==> src/rtl/countdown_timer.sv <==
// MM:SS.cc countdown timer with set buttons, pause/resume and a timed alarm phase.
// Time is held as six BCD digits; a prescaler derives the 10 ms tick from CLK.
module countdown_timer #(
   parameter int TICK_DIV  = 500000,
   parameter int ALARM_LEN = 300
) (
   input  logic       CLK,
   input  logic       RST,
   input  logic       START,
   input  logic       SECUP,
   input  logic       MINUP,
   input  logic       CLR,
   output logic [3:0] MIN10,
   output logic [3:0] MIN1,
   output logic [3:0] SEC10,
   output logic [3:0] SEC1,
   output logic [3:0] CSEC10,
   output logic [3:0] CSEC1,
   output logic       RUNNING,
   output logic       ALARM,
   output logic       TICK
);
   localparam int PW = (TICK_DIV > 1) ? $clog2(TICK_DIV) : 1;
   localparam int AW = (ALARM_LEN > 1) ? $clog2(ALARM_LEN + 1) : 1;

   typedef enum logic [1:0] {IDLE, RUN, PAUSE, ALRM} state_t;

   state_t             state, state_n;
   logic [5:0][3:0]    dig, dig_n, dec;   // [5]=MIN10 .. [0]=CSEC1
   logic [PW-1:0]      presc, presc_n;
   logic [AW-1:0]      acnt, acnt_n;
   logic               active, borrow;
   logic [3:0]         lim;

   function automatic logic [7:0] inc60(input logic [3:0] tens, input logic [3:0] units);
      if (units == 4'd9) inc60 = {(tens == 4'd5) ? 4'd0 : tens + 4'd1, 4'd0};
      else               inc60 = {tens, units + 4'd1};
   endfunction

   assign active = (state == RUN) || (state == ALRM);
   assign TICK   = active && (presc == PW'(TICK_DIV - 1));

   // Borrow ripples up from CSEC1; tens digits of seconds/minutes wrap to 5.
   always_comb begin
      dec    = dig;
      borrow = 1'b1;
      lim    = 4'd9;
      for (int i = 0; i < 6; i++) begin
         lim = (i == 3 || i == 5) ? 4'd5 : 4'd9;
         if (borrow) begin
            if (dig[i] == 4'd0) dec[i] = lim;
            else begin
               dec[i] = dig[i] - 4'd1;
               borrow = 1'b0;
            end
         end
      end
   end

   // User pulses outrank a coincident tick: CLR/START suppress that tick's update.
   always_comb begin
      state_n = state;
      dig_n   = dig;
      acnt_n  = acnt;
      presc_n = active ? (TICK ? '0 : presc + 1'b1) : '0;
      if (CLR) begin
         state_n = IDLE;
         dig_n   = '0;
         acnt_n  = '0;
         presc_n = '0;
      end else if (START) begin
         presc_n = '0;
         case (state)
            IDLE, PAUSE: if (|dig) state_n = RUN;
            RUN:         state_n = PAUSE;
            default: begin
               state_n = IDLE;
               acnt_n  = '0;
            end
         endcase
      end else if (state == IDLE || state == PAUSE) begin
         if (MINUP)      dig_n[5:4] = inc60(dig[5], dig[4]);
         else if (SECUP) dig_n[3:2] = inc60(dig[3], dig[2]);
      end else if (TICK) begin
         if (state == RUN) begin
            dig_n = dec;
            if (dig == 24'h000001) begin
               state_n = ALRM;
               acnt_n  = '0;
            end
         end else if (acnt == AW'(ALARM_LEN - 1)) begin
            state_n = IDLE;
            acnt_n  = '0;
         end else begin
            acnt_n = acnt + 1'b1;
         end
      end
   end

   always_ff @(posedge CLK or negedge RST) begin
      if (!RST) begin
         state   <= IDLE;
         dig     <= '0;
         presc   <= '0;
         acnt    <= '0;
         RUNNING <= 1'b0;
         ALARM   <= 1'b0;
      end else begin
         state   <= state_n;
         dig     <= dig_n;
         presc   <= presc_n;
         acnt    <= acnt_n;
         RUNNING <= (state_n == RUN);
         ALARM   <= (state_n == ALRM);
      end
   end

   assign MIN10  = dig[5];
   assign MIN1   = dig[4];
   assign SEC10  = dig[3];
   assign SEC1   = dig[2];
   assign CSEC10 = dig[1];
   assign CSEC1  = dig[0];
endmodule

==> config.mk <==
export PLATFORM = sky130hd
export DESIGN_NAME = countdown_timer
export DESIGN_NICKNAME = d
export VERILOG_FILES = /design/src/rtl/countdown_timer.sv
export SDC_FILE = /design/constraint.sdc
export NUM_CORES = 1
export LEC_CHECK = 0
export BUFFER_PORTS_ARGS = -buffer_cell sky130_fd_sc_hd__buf_4
export CAP_MARGIN = 10
export CORE_UTILIZATION = 54
export DETAILED_ROUTE_END_ITERATION = 8
export PLACE_DENSITY = 0.76
export SLEW_MARGIN = 10
export SYNTH_ARGS = -nofsm -noshare
export SYNTH_HDL_FRONTEND = slang
export SYNTH_SLANG_ARGS = --single-unit
==> constraint.sdc <==
create_clock -name CLK -period 2.3 [get_ports CLK]
set_input_delay 0.46 -clock CLK [delete_from_list [all_inputs] [get_ports CLK]]
set_output_delay 0.46 -clock CLK [all_outputs]
set_load 0.1 [all_outputs]
==> run metrics <==
Rel. slew slack 0.516; ys flop type dfrtp_1; Area Overhead vs Synth 22.2%; global placement routability congestion 0.847; Core Area 6790 um^2; Peak VDD IR 539 uV; Slew @ Worst Pin 0.726 ns; most frequent cells in the layout buf_4, nor2_1, dfrtp_1; critical path endpoint category primary output; DRC 0; drt total wl 9340 um; first-pass GRT wire length 16000 um; clock skew 0.0101 ns; initial antenna violation count 0; most common cell after layout, fill and taps aside buf_4; CTS tree built; gr usage total 0.269; adder-cell share of the synthesized area 0.0361; fin cells 579; post-synthesis instance area 3810 um^2; Die Width 86.0 um; number of antenna diodes 0; CTS Sinks 56; TNS Setup 0 ns; Clk Latency, worst-skew pair 0.32 ns; Final Core Density 0.685; DP Wirelength 6340 um; mux contribution to synthesized area 0.0368; synthesized area per cell 8.96 um^2; post-synthesis cell type count 78; Vias/cell 6.04; gr ovfl total 0; run status finished, final reports clean; initial core utilization 0.561; P_leak 0.00198 uW; Synth warnings 0; post-synthesis simple-gate area fraction 0.297; final net count 499; Final Critical Period 2.27 ns; Rows 30; Post-Place Cells 563; fraction of registers with async set/reset 1.00; Clock Root Buffer clkbuf_8; maximum fanout along the worst path 4; die area 7400 um^2; period utilisation layout 0.989; Max Clock Freq 440 MHz; vias in the first global route 3362; antenna viol nets, final 0; CP required 1.84 ns; Synthesized Nets 442; Seq cells post-synth 56; sequential area share after synthesis 0.368; Final Hold Viols 0; TritonRoute pass-1 iters 4; Die Ht 86.0 um; largest net degree at the start of global routing 57; XOR/XNOR share of the synthesized area 0.0414; clock transition at the registers of the reported paths 0.11 ns; CTS Buf Count 5; Crit Path Category register to primary output; Critical Path Start Type register; Post-Synthesis Cells 425; layout cells sized above 1 0.286; RSZ-0062 raised after global routing true; pwr dens 757 nW/um^2; DR vias 3498; hold_buf cts 0; Synth Area in Compound Gates 0.179; H-tree depth 2; port bufs 32; EDFF count, synth 0; drt initial violations 298; Slew Viols, Final 0; CTS max path bufs 2; MaxCap Viol Count 0; arrival time at the worst endpoint 1.81 ns; WL/cell 16.1 um; # IOs 33; # setup viols final 0; Min-Delay Path Class input pin to asynchronous set/reset pin; largest family of logic cells by synthesized area simple AND/OR/NAND/NOR gates
cell usage after synthesis (all sizes together), types with 4 or more instances:
library cell  number  area share
inv               19       0.019
a211o              4      0.0092
and2               5      0.0082
mux2               8       0.024
nor3              12       0.016
nand2             31       0.031
buf                6      0.0076
mux2i              5       0.013
nand4              7       0.011
o21ai             13       0.020
nor4               7       0.019
or3                6       0.011
and3               8       0.013
nand3             27       0.035
nand2b             5      0.0082
a21o               4      0.0079
nor2              47       0.046
and4               4      0.0092
xnor2              8       0.018
ha                11       0.036
o211ai             5      0.0099
clkbuf            15       0.015
a21oi             24       0.035
xor2              10       0.023
nor3b              7       0.015
dfrtp             56        0.37
nor4b              4       0.012
worst max-delay path: stages, from the launching register on:
cell and delay, ns:
dfrtp_2 0.45, or4_4 0.59, nor3_4 0.25, buf_12 0.21
flip-flops by register name, indices dropped and copies added (netlist names):
| name | count |
|---|---|
| state | 2 |
| SEC10 | 4 |
| CSEC1 | 4 |
| presc | 19 |
| ALARM | 1 |
| CSEC10 | 4 |
| acnt | 9 |
| MIN10 | 4 |
| RUNNING | 1 |
| MIN1 | 4 |
| SEC1 | 4 |
cell families after synthesis:
logic type / count (synthesis)
AO/OA/AOI/OAI: 91
XOR/XNOR: 18
adder cells (fa/ha/maj): 11
buffers and inverters: 41
flip-flops: 56
multiplexers: 13
AND/OR/NAND/NOR: 195
per-layer routing:
metal	vias to the layer above	routed length (um)	track usage
li1	1673	-	-
met1	1716	4200	0.364
met2	91	4590	0.444
met3	18	357	0.0423
met4	0	187	0.0848
met5	-	0	0
repair_timing:
item                       CTS  global route
setup endpoints to repair    1            15
setup buffers                1             7
cloned                       0             0
pin swaps                    2             3
gates resized for setup      8             8
cell type report:
type | count | area, um^2
Sequential cell | 56 | 1420
Inverter | 20 | 81.3
Tap cell | 96 | 120
Timing Repair Buffer | 71 | 546
Fill cell | 532 | 2140
Multi-Input combinational cell | 328 | 2350
Clock buffer | 6 | 72.6
Clock inverter | 2 | 60.1
where the power goes:
| group | leakage, uW | switching [uW] | internal (uW) | total [uW] |
|---|---|---|---|---|
| Combinational | 0.00117 | 1090 | 558 | 1650 |
| Sequential | 0.000752 | 61.0 | 1050 | 1120 |
| Clock | 0.0000654 | 328 | 435 | 763 |
| Total | 0.00198 | 1480 | 2050 | 3530 |
worst paths after layout:
check | end | slack (ns) | start | cells after the start
setup / recovery | TICK | 0.03 | presc[5] | 3
hold / removal | acnt[5] | 0.19 | RST | 1
setup reg to reg | acnt[6] | 0.08 | SEC10[0] | 7
hold reg to reg | presc[0] | 0.50 | presc[0] | 1
max in group asynchronous | SEC10[0] | 1.56 | RST | 1
min in group CLK | presc[4] | 0.49 | CLR | 3
stage by stage:
| step | worst slack (ns) | power (uW) | area (um^2) | hold slack (ns) |
|---|---|---|---|---|
| after floorplan | -0.222 | 2340 | 3900 | 0.164 |
| after global routing | -0.0241 | 3710 | 4660 | 0.244 |
| after detailed placement | 0.0468 | 2740 | 4400 | 0.473 |
| after global placement | 0.0190 | 2710 | 4400 | 0.468 |
| final | 0.0259 | 3530 | 4660 | 0.185 |
| after CTS | 0.0164 | 3500 | 4570 | 0.217 |
(Power assumes the default switching activity.)
